**config.mk**
```make
export PLATFORM = sky130hd
export DESIGN_NAME = hex_display_arbiter
export DESIGN_NICKNAME = d
export VERILOG_FILES = /design/src/rtl/hex_display_arbiter.sv
export SDC_FILE = /design/constraint.sdc
export NUM_CORES = 1
export LEC_CHECK = 0
export BUFFER_PORTS_ARGS = -buffer_cell sky130_fd_sc_hd__buf_4
export CORE_MARGIN = 5
export CORE_UTILIZATION = 53
export CTS_CLUSTER_DIAMETER = 120
export DETAILED_ROUTE_END_ITERATION = 7
export PLACE_DENSITY = 0.8
export SYNTH_ARGS = -nofsm -noshare
export SYNTH_HDL_FRONTEND = slang
export SYNTH_SLANG_ARGS = --single-unit
```
**constraint.sdc**
```tcl
create_clock -name Clk -period 3 [get_ports Clk]
set_input_delay 0.3 -clock Clk [delete_from_list [all_inputs] [get_ports Clk]]
set_output_delay 0.3 -clock Clk [all_outputs]
set_load 0.01 [all_outputs]
```
**src/rtl/hex_display_arbiter.sv**
```systemverilog
// rtl/hex_display_arbiter.sv - round-robin arbiter sharing one hex display between two requesters
module hex_display_arbiter #(
    parameter int WIDTH       = 16,
    parameter int HOLD_CYCLES = 10000000
) (
    input  logic             Clk,
    input  logic             Rst,
    input  logic             req_a,
    input  logic [WIDTH-1:0] data_a,
    input  logic             req_b,
    input  logic [WIDTH-1:0] data_b,
    output logic             ack_a,
    output logic             ack_b,
    output logic [WIDTH-1:0] disp_value,
    output logic             disp_src,
    output logic             disp_valid,
    output logic             busy
);

    localparam int CNT_W = ($clog2(HOLD_CYCLES + 1) > 1) ? $clog2(HOLD_CYCLES + 1) : 1;
    localparam logic [CNT_W-1:0] RELOAD = CNT_W'(HOLD_CYCLES - 1);

    typedef enum logic {
        ST_IDLE = 1'b0,
        ST_HOLD = 1'b1
    } state_t;

    state_t           r_state;
    logic [CNT_W-1:0] r_cnt;
    logic             r_last_src;
    logic             r_ack_a;
    logic             r_ack_b;
    logic [WIDTH-1:0] r_disp_value;
    logic             r_disp_src;
    logic             r_disp_valid;
    logic             r_busy;

    logic w_elig_a;
    logic w_elig_b;
    logic w_can_grant;
    logic w_grant;
    logic w_pick_b;

    // A request is not eligible while its own ack is high, so a requester that
    // has not yet dropped req cannot be captured twice.
    always_comb begin
        w_elig_a    = req_a & ~r_ack_a;
        w_elig_b    = req_b & ~r_ack_b;
        w_can_grant = (r_state == ST_IDLE) || (r_cnt == '0);
        w_grant     = w_can_grant & (w_elig_a | w_elig_b);
        w_pick_b    = w_elig_b & (~w_elig_a | ~r_last_src);
    end

    always_ff @(posedge Clk or negedge Rst) begin
        if (!Rst) begin
            r_state      <= ST_IDLE;
            r_cnt        <= '0;
            r_last_src   <= 1'b1;
            r_ack_a      <= 1'b0;
            r_ack_b      <= 1'b0;
            r_disp_value <= '0;
            r_disp_src   <= 1'b0;
            r_disp_valid <= 1'b0;
            r_busy       <= 1'b0;
        end else begin
            r_ack_a <= 1'b0;
            r_ack_b <= 1'b0;
            if (w_grant) begin
                r_state      <= ST_HOLD;
                r_cnt        <= RELOAD;
                r_last_src   <= w_pick_b;
                r_ack_a      <= ~w_pick_b;
                r_ack_b      <= w_pick_b;
                r_disp_value <= w_pick_b ? data_b : data_a;
                r_disp_src   <= w_pick_b;
                r_disp_valid <= 1'b1;
                r_busy       <= 1'b1;
            end else if (r_state == ST_HOLD) begin
                if (r_cnt != '0) begin
                    r_cnt <= r_cnt - 1'b1;
                end else begin
                    r_state <= ST_IDLE;
                    r_busy  <= 1'b0;
                end
            end
        end
    end

    assign ack_a      = r_ack_a;
    assign ack_b      = r_ack_b;
    assign disp_value = r_disp_value;
    assign disp_src   = r_disp_src;
    assign disp_valid = r_disp_valid;
    assign busy       = r_busy;

endmodule

```
==> metrics.txt, run 1 <==
result of the run=finished with violations; violated checks=negative hold slack; IO Pins=57; clock network latency to the later pin of the worst-skew pair=0.30 ns; first-pass GRT wire length=9090 microns; standard-cell rows=23; total non-filler cell area in the finished layout=2830 sq um; setup violation total in the final timing report=0; drt first pass iters=4; max-capacitance violation count=0; violation count after the first detailed-route iteration=139; cts repair resizes=0; Antenna Nets Post-Route=0; hold slack final=-0.0123 ns; number of global-route vias before repair=2059; number of instances in the synthesized netlist=between 200 and 250; f_max=0.386 GHz; CTS root buf=sky130_fd_sc_hd__clkbuf_8; total power=1460 uW; Final TNS setup=0 ns; Core Region=4090 sq um; leakage power of the design=0.00122 uW; Congestion Overflow GR=0; layout cells sized above 1=0.266; Crit. Startpoint=r_cnt[19]; Worst-path clk slew=0.09 ns; cell count after placement=316; P per Cell Area=around 500 nW/um^2; CTS Hold Bufs=0; fraction of synthesized area in multiplexers=0.0307; CP Cell Sequence=or4_4 > nand4bb_1 > o21a_1 > nor2_1 > o21ai_0; number of standard cells in the final layout excluding fillers=324; arrival time at the worst endpoint=2.76 ns; average footprint of a synthesized cell=about 11 sq um; most frequently used flop master after synthesis=sky130_fd_sc_hd__dfrtp_1; worst IR drop on VDD=between 0.2 and 0.3 mV; setup repair after global routing missed its margin=no; initial antenna violation count=0; number of levels in the clock H-tree=2; required time reported for the critical path endpoint=3.17 ns; sequential cell area=between 1000 and 1500 sq um; largest fanout on the critical path=26; Routed wire per std cell=16.4 microns; nature of the critical path startpoint=register; pin count of the biggest net entering global routing=48; maximum buffer depth of the clock tree=2; final estimated routing congestion in global placement=0.844; CTS tree=built; vias post-DR=1989; worst-case headroom to the max-slew limit=0.378; aggregate routed wire length=5330 microns; placed wire-length estimate after detailed placement=3810 microns; Port Buf Inserts=56; final critical-path required period=around 2.6 ns; xor and xnor area share after synthesis=0.0115; library cells used by synthesis=44; n_diodes=0; drt via density=between 6 and 7; synthesized net count=254; Hold Fails Final Rpt=15; r2r startpoint=r_cnt[19]; cell area reported after detailed placement=2740 sq um; Setup Skew=0.00793 ns; main combinational cell family by area after synthesis=compound AO/OA/AOI/OAI gates; crit end category=register; setup bufs post-CTS=0; Fillers=318; clock buffers created by TritonCTS=5; area of the multi-input gates=about 1000 sq um; Slew @ Worst Pin=about 0.93 ns; post-synthesis sequential area ratio=0.515; count of nets after finishing=310; Total Die Area=~5700 sq um; overall die height=75.7 microns; type of the worst min-delay path=in2async; share of synthesized registers carrying an async set or reset=1.00; synthesized-area fraction occupied by adder cells=0.00548; die width=75.7 microns; critical path's largest stage delay=0.61 ns; Yosys reg bits=47; overall global routing resource usage=0.208; remaining routing DRC violations=0; Yosys Warn Count=0; Worst Setup Path Type=reg2reg; count of final max-slew check failures=0; clk sink count=47; number of enable flip-flop cells after synthesis=0; growth of design area from synthesis to finish=23.7%; initial standard-cell utilization of the core=0.559; Compound-Gate Fraction of Synth Area=0.233; final worst-path cycle share=0.864; mapped cell area=2280 sq um; crit path max-delay cell type=sky130_fd_sc_hd__o21a_1; fraction of the mapped netlist area in simple logic gates=0.164
==> state kept, by name, summed over array words and instances (netlist names) <==
signal      cells
ack_a           1
ack_b           1
busy            1
disp_src        1
disp_valid      1
disp_value     16
r_cnt          24
r_last_src      1
r_state         1
==> area by class of cell <==
| type | count | share of cell area |
|---|---|---|
| Timing Repair Buffer | 62 | 0.165 |
| Tap cell | 50 | 0.0221 |
| Clock buffer | 7 | 0.0270 |
| Inverter | 6 | 0.00797 |
| Multi-Input combinational cell | 151 | 0.360 |
| Sequential cell | 47 | 0.417 |
| Clock inverter | 1 | 0.00177 |
==> cell usage in the layout (no fill, tap or decap), types with 2 or more instances in the layout <==
cell type	n
sky130_fd_sc_hd__nand4_1	3
sky130_fd_sc_hd__a221oi_1	2
sky130_fd_sc_hd__clkbuf_8	5
sky130_fd_sc_hd__a21o_1	2
sky130_fd_sc_hd__or3_1	4
sky130_fd_sc_hd__a22oi_1	16
sky130_fd_sc_hd__inv_1	6
sky130_fd_sc_hd__xnor2_1	2
sky130_fd_sc_hd__nor4_1	5
sky130_fd_sc_hd__a21oi_1	9
sky130_fd_sc_hd__o21a_1	5
sky130_fd_sc_hd__mux2i_1	7
sky130_fd_sc_hd__and2_1	2
sky130_fd_sc_hd__buf_4	62
sky130_fd_sc_hd__or4_1	2
sky130_fd_sc_hd__clkbuf_1	2
sky130_fd_sc_hd__and3_1	3
sky130_fd_sc_hd__a31oi_1	3
sky130_fd_sc_hd__o21ai_1	3
sky130_fd_sc_hd__nand2b_1	2
sky130_fd_sc_hd__o21ai_0	10
sky130_fd_sc_hd__nand2_1	6
sky130_fd_sc_hd__dfrtp_1	46
sky130_fd_sc_hd__o2bb2ai_1	16
sky130_fd_sc_hd__nor3_1	19
sky130_fd_sc_hd__o211ai_1	4
sky130_fd_sc_hd__nor2_1	8
sky130_fd_sc_hd__nand3_1	3
==> critical path: cells and delay by family, from the launching register on <==
family / cells / cell delay, ns
AOI/OAI and AO/OA: 2 / 0.75
DFF: 1 / 0.42
and+or+nand+nor: 3 / 1.29
==> worst paths after layout <==
path / to / slack, ns / cells past startpoint
max in group asynchronous: r_cnt[6] / 2.60 / 1
max: r_cnt[8] / 0.41 / 5
min: r_cnt[23] / -0.01 / 1
max reg2reg: r_cnt[8] / 0.41 / 5
min in group Clk: disp_value[5] / 0.30 / 3
min reg2reg: disp_src / 0.48 / 1
==> report_power, final <==
group	internal, uW	total, uW	switching, uW
clock network	164	364	201
registers	709	796	87.0
logic	156	295	139
total	1030	1460	427
==> stage by stage <==
stage	setup WS (ns)	util
floorplan	0.895	-
global placement	0.545	0.671
detailed placement	0.453	0.671
CTS	0.411	0.691
global route	0.197	0.691
finish	0.408	0.691
==> cell usage after synthesis, types with 2 or more instances <==
cell                        number  area share
sky130_fd_sc_hd__mux2i_1         7       0.031
sky130_fd_sc_hd__a31oi_1         3      0.0082
sky130_fd_sc_hd__a21o_1          2      0.0066
sky130_fd_sc_hd__a22oi_1        16       0.053
sky130_fd_sc_hd__buf_2           4      0.0088
sky130_fd_sc_hd__nor2_1          8       0.013
sky130_fd_sc_hd__or3_1           4       0.011
sky130_fd_sc_hd__o2bb2ai_1      16       0.061
sky130_fd_sc_hd__nand4_1         3      0.0082
sky130_fd_sc_hd__dfrtp_1        46        0.50
sky130_fd_sc_hd__or4_1           2      0.0066
sky130_fd_sc_hd__nand2_1         6      0.0099
sky130_fd_sc_hd__buf_6           2      0.0099
sky130_fd_sc_hd__nor4_1          5       0.014
sky130_fd_sc_hd__and3_1          3      0.0082
sky130_fd_sc_hd__and2_1          2      0.0055
sky130_fd_sc_hd__o21a_1          5       0.016
sky130_fd_sc_hd__nor3_1         19       0.042
sky130_fd_sc_hd__nand2b_1        2      0.0055
sky130_fd_sc_hd__inv_1           6      0.0099
sky130_fd_sc_hd__a221oi_1        2      0.0077
sky130_fd_sc_hd__clkbuf_1        7       0.012
sky130_fd_sc_hd__xnor2_1         2      0.0077
sky130_fd_sc_hd__o21ai_1         3      0.0066
sky130_fd_sc_hd__nand3_1         3      0.0066
sky130_fd_sc_hd__o21ai_0        10       0.022
sky130_fd_sc_hd__o211ai_1        4       0.013
sky130_fd_sc_hd__a21oi_1         9       0.020
==> layer usage <==
layer	part of all wire	wire length [microns]	vias to the layer above	global-route usage
met3	0.068	363	4	0.0594
met4	0.0064	34	0	0.0738
met1	0.44	2330	962	0.268
met2	0.49	2590	70	0.336
met5	0	0	-	0
li1	-	-	953	-
==> cells by family after synthesis <==
family / Yosys count
AO/OA/AOI/OAI: 75
AND/OR/NAND/NOR: 65
flip-flops: 47
buffers and inverters: 19
multiplexers: 7
XOR/XNOR: 3
adder cells (fa/ha/maj): 1
Note: power is estimated with default switching activity, not from simulation.
==> run 2: changes to the inputs <==
CORE_MARGIN = unset   (was 5)
PLACE_DENSITY = 0.86   (was 0.8)
==> metrics.txt, run 2 (same netlist as run 1, synthesis figures left out) <==
final estimated routing congestion in global placement=0.879; initial antenna violation count=0; Net Sw Frac=0.279; first-pass GRT wire length=8530 microns; number of cells on the worst reg-to-reg path=7; count of final max-slew check failures=0; Total Die Area=4580 sq um; clock network latency to the later pin of the worst-skew pair=0.30 ns; Routed wire per std cell=15.8 microns; result of the run=finished with violations; top library cells by usage in the layout, fill and taps aside=sky130_fd_sc_hd__buf_4, sky130_fd_sc_hd__dfrtp_1, sky130_fd_sc_hd__nor3_1; kind of cell with the highest combined delay on the critical path=simple AND/OR/NAND/NOR gates; hold slack final=-0.00179 ns; maximum buffer depth of the clock tree=2; P per Cell Area=542 nW/um^2; pin count of the biggest net entering global routing=between 40 and 50; arrival time at the worst endpoint=2.89 ns; standard-cell rows=23; Reg with most FFs=r_cnt; Slew @ Worst Pin=0.743 ns; most common library cell in the layout ignoring fill and taps=sky130_fd_sc_hd__buf_4; drt via density=6.20; type of the worst min-delay path=in2async; Core Region=4060 sq um; vias post-DR=about 2000; max-capacitance violation count=0; leakage power of the design=0.00122 uW; area of the multi-input gates=1020 sq um; crit path max-delay cell type=sky130_fd_sc_hd__nor3b_1; Congestion Overflow GR=0; violated checks=negative hold slack; clk sink count=47; CTS Hold Bufs=0; sequential cell area=between 1000 and 1500 sq um; n_diodes=0; Critical path buffers and inverters=1; CTS root buf=sky130_fd_sc_hd__clkbuf_8; number of global-route vias before repair=1908; die width=67.7 microns; flip-flop count of the largest register after layout=24; critical path's largest stage delay=0.50 ns; total power=about 1500 uW; remaining routing DRC violations=0; growth of design area from synthesis to finish=24.4%; largest fanout on the critical path=22; number of standard cells in the final layout excluding fillers=323; Fillers=296; number of levels in the clock H-tree=2; Worst-path clk slew=around 0.08 ns; internal power summed over all cells=1110 uW; drt first pass iters=4; cell count after placement=315; CTS tree=built; setup bufs post-CTS=0; Critical Path End=disp_src; power share of the sequential group=0.516; minimum setup slack among reg-to-reg paths=0.30 ns; Hold Fails Final Rpt=7; placed wire-length estimate after detailed placement=3580 microns; overall global routing resource usage=0.252; violation count after the first detailed-route iteration=143; worst IR drop on VDD=0.293 mV; clock network power share=0.291; setup repair after global routing missed its margin=no; required time reported for the critical path endpoint=around 3.2 ns; layout cells sized above 1=0.264; initial standard-cell utilization of the core=0.563; clock buffers created by TritonCTS=5; setup violation total in the final timing report=0; f_max=0.370 GHz; final critical-path required period=2.70 ns; nature of the critical path startpoint=register; Crit. Startpoint=r_cnt[0]; IO Pins=57; CP Cell Sequence=inv_1 > ha_1 > nor3b_1 > nand4_1 > o21ai_1 > nand2_1 > a21o_1; overall die height=67.7 microns; cts repair resizes=0; crit end category=register; aggregate routed wire length=a little over 5000 microns; Antenna Nets Post-Route=0; Port Buf Inserts=between 50 and 60; final worst-path cycle share=0.901; worst-case headroom to the max-slew limit=0.503; total stage count of the critical path=7; count of nets after finishing=slightly above 300; Worst Setup Path Type=reg2reg; Final TNS setup=0 ns; Setup Skew=0.00608 ns; RR Endpoint=disp_src; r2r startpoint=r_cnt[0]; combinational group share of total power=0.192; Psw=430 uW
-- run 2: cell types whose count changed in the layout (fill, tap and decap cells not counted) --
| cell | change |
|---|---|
| sky130_fd_sc_hd__buf_4 | -1 |
| sky130_fd_sc_hd__bufinv_16 | +1 |
| sky130_fd_sc_hd__clkinv_2 | -1 |
-- run 2: per-stage QoR --
stage	instance area, sq um	hold slack, ns	setup WS (ns)	utilization
after global routing	2840	0.0391	0.108	0.701
after detailed placement	2740	0.340	0.370	0.674
final	2840	-0.00179	0.297	0.701
after global placement	2740	0.333	0.489	0.674
after CTS	2840	0.0104	0.349	0.701
after floorplan	2280	0.00441	0.895	-
-- run 2: layout make-up --
type	instances	area share
clock buffers	7	0.0268
clock inverters	1	0.0106
inverters	6	0.00792
multi-input cells	151	0.357
flip-flops and latches	47	0.414
well taps	50	0.0220
repair buffers	61	0.161
-- run 2: power groups by stage --
stage / sequential (uW) / combinational [uW] / clock, uW
finish: 795 / 296 / 449
global route: 808 / 328 / 489
CTS: 792 / 297 / 462
detailed placement: 803 / 295 / 0
global placement: 799 / 281 / 0
floorplan: 794 / 178 / 0
-- run 2: how the worst min path moves through the flow --
stage / slack (ns) / endpoint / from / cells after the start
detailed placement: 0.34 / busy / Rst / 1
global placement: 0.33 / busy / Rst / 1
global route: 0.04 / r_cnt[16] / Rst / 1
floorplan: 0.004 / ack_a / Rst / 0
finish: -0.002 / r_cnt[16] / Rst / 1
CTS: 0.01 / r_cnt[7] / Rst / 1
-- run 2: per-layer routing --
layer / part of all wire / GRT usage
met1: 0.43 / 0.316
met2: 0.48 / 0.401
met3: 0.079 / 0.0794
met4: 0.0061 / 0.101
met5: 0 / 0
==> run 3: changes to the inputs <==
GPL_TIMING_DRIVEN = 0   (was unset)
==> metrics.txt, run 3 (same netlist as run 1, synthesis figures left out) <==
aggregate routed wire length=5240 microns; initial antenna violation count=0; growth of design area from synthesis to finish=25.7%; worst-case headroom to the max-slew limit=0.518; f_max=0.392 GHz; clk sink count=47; flip-flop count of the largest register after layout=24; Antenna Nets Post-Route=0; Congestion Overflow GR=0; clock network latency to the later pin of the worst-skew pair=between 0.3 and 0.4 ns; Worst Setup Path Type=reg2reg; die width=67.7 microns; Reg with most FFs=r_cnt; overall global routing resource usage=0.259; count of nets after finishing=between 300 and 400; largest fanout on the critical path=10; number of levels in the clock H-tree=2; layout cells sized above 1=0.266; clock buffers created by TritonCTS=5; most common library cell in the layout ignoring fill and taps=sky130_fd_sc_hd__buf_4; Final TNS setup=0 ns; arrival time at the worst endpoint=2.73 ns; total power=1500 uW; leakage power of the design=0.00124 uW; setup bufs post-CTS=0; final worst-path cycle share=0.851; final critical-path required period=between 2 and 3 ns; remaining routing DRC violations=0; worst IR drop on VDD=0.309 mV; setup violation total in the final timing report=0; number of standard cells in the final layout excluding fillers=332; initial standard-cell utilization of the core=0.563; crit end category=register; final estimated routing congestion in global placement=0.928; standard-cell rows=23; first-pass GRT wire length=8760 microns; P per Cell Area=roughly 520 nW/um^2; Setup Skew=0.0108 ns; origin of the worst min-delay path=data_a[7]; maximum buffer depth of the clock tree=2; Port Buf Inserts=56; Crit. Startpoint=r_cnt[4]; Hold Fails Final Rpt=0; Fillers=330; violation count after the first detailed-route iteration=192; drt first pass iters=4; Worst-path clk slew=approximately 0.1 ns; n_diodes=0; result of the run=completed; vias post-DR=between 1500 and 2000; type of the worst min-delay path=in2reg; Core Region=between 4000 and 5000 sq um; overall die height=a little under 70 microns; CTS root buf=sky130_fd_sc_hd__clkbuf_8; top library cells by usage in the layout, fill and taps aside=sky130_fd_sc_hd__buf_4, sky130_fd_sc_hd__dfrtp_1, sky130_fd_sc_hd__nor3_1; placed wire-length estimate after detailed placement=3790 microns; nature of the critical path startpoint=register; Slew @ Worst Pin=0.716 ns; CTS tree=built; number of global-route vias before repair=1993; r2r startpoint=r_cnt[4]; IO Pins=57; drt via density=6.00; Routed wire per std cell=15.8 microns; count of final max-slew check failures=0; pin count of the biggest net entering global routing=48; setup repair after global routing missed its margin=no; required time reported for the critical path endpoint=3.18 ns; max-capacitance violation count=0; cell count after placement=323; Total Die Area=4580 sq um
run 3: cell types whose count changed in the layout (fill, tap and decap cells not counted):
cell	previous run	this run
sky130_fd_sc_hd__buf_2	0	4
sky130_fd_sc_hd__clkinv_4	0	1
sky130_fd_sc_hd__buf_4	61	56
sky130_fd_sc_hd__buf_6	0	2
sky130_fd_sc_hd__clkbuf_1	2	7
sky130_fd_sc_hd__bufinv_16	1	0
sky130_fd_sc_hd__dlygate4sd3_1	0	1
sky130_fd_sc_hd__inv_6	0	2
run 3: final cells by class:
type / instances / area [sq um] / area share
flip-flops and latches: 47 / 1180 / 0.410
multi-input cells: 151 / 1020 / 0.354
repair buffers: 57 / 430 / 0.150
clock buffers: 5 / 68.8 / 0.0240
plain buffers: 13 / 68.8 / 0.0240
well taps: 50 / 62.6 / 0.0218
clock inverters: 3 / 26.3 / 0.00915
inverters: 6 / 22.5 / 0.00784
run 3: power by group:
part           internal (uW)  total (uW)  switching (uW)
Clock                    172         403             231
Sequential               709         798            88.5
Combinational            154         300             146
Total                   1030        1500             466
run 3: worst paths after layout:
| kind | slack (ns) | endpoint | cells past startpoint |
|---|---|---|---|
| setup / recovery | 0.45 | disp_value[15] | 6 |
| hold / removal | 0.28 | disp_value[7] | 3 |
| setup reg to reg | 0.45 | disp_value[15] | 6 |
| hold reg to reg | 0.48 | disp_valid | 1 |
| max in group asynchronous | 2.07 | disp_value[15] | 2 |
| min in group asynchronous | 0.53 | r_cnt[18] | 2 |
run 3: through the flow:
stage	hold WS, ns	setup slack (ns)	utilization	cell area [sq um]
3_5_place_dp	0.338	0.519	0.682	2770
6_report	0.279	0.447	0.708	2870
5_1_grt	0.289	0.266	0.708	2870
4_1_cts	0.279	0.510	0.708	2870
3_3_place_gp	0.335	0.566	0.682	2770
2_1_floorplan	0.00441	0.895	-	2280
run 3: worst max-delay path: stages (launching register included):
cell	delay, ns
sky130_fd_sc_hd__dfrtp_1	0.45
sky130_fd_sc_hd__nor4_1	0.67
sky130_fd_sc_hd__nand4_1	0.37
sky130_fd_sc_hd__o21ai_1	0.30
sky130_fd_sc_hd__nand2_1	0.16
sky130_fd_sc_hd__clkbuf_1	0.28
sky130_fd_sc_hd__o2bb2ai_1	0.19
run 3: what timing repair did:
| action | 4_1_cts | 5_1_grt |
|---|---|---|
| hold buffers | 1 | 0 |
| endpoints found under the hold margin | 1 | 0 |
| gates resized for setup | 0 | 0 |
| setup endpoints to repair | 0 | 0 |
run 3: routing by layer:
metal  vias up  routed length, microns  GRT usage
met5         -                       0          0
met4         0                      57     0.0851
met3         5                     281     0.0659
met2        72                    2520      0.432
met1       951                    2380      0.324
li1        965                       -          -
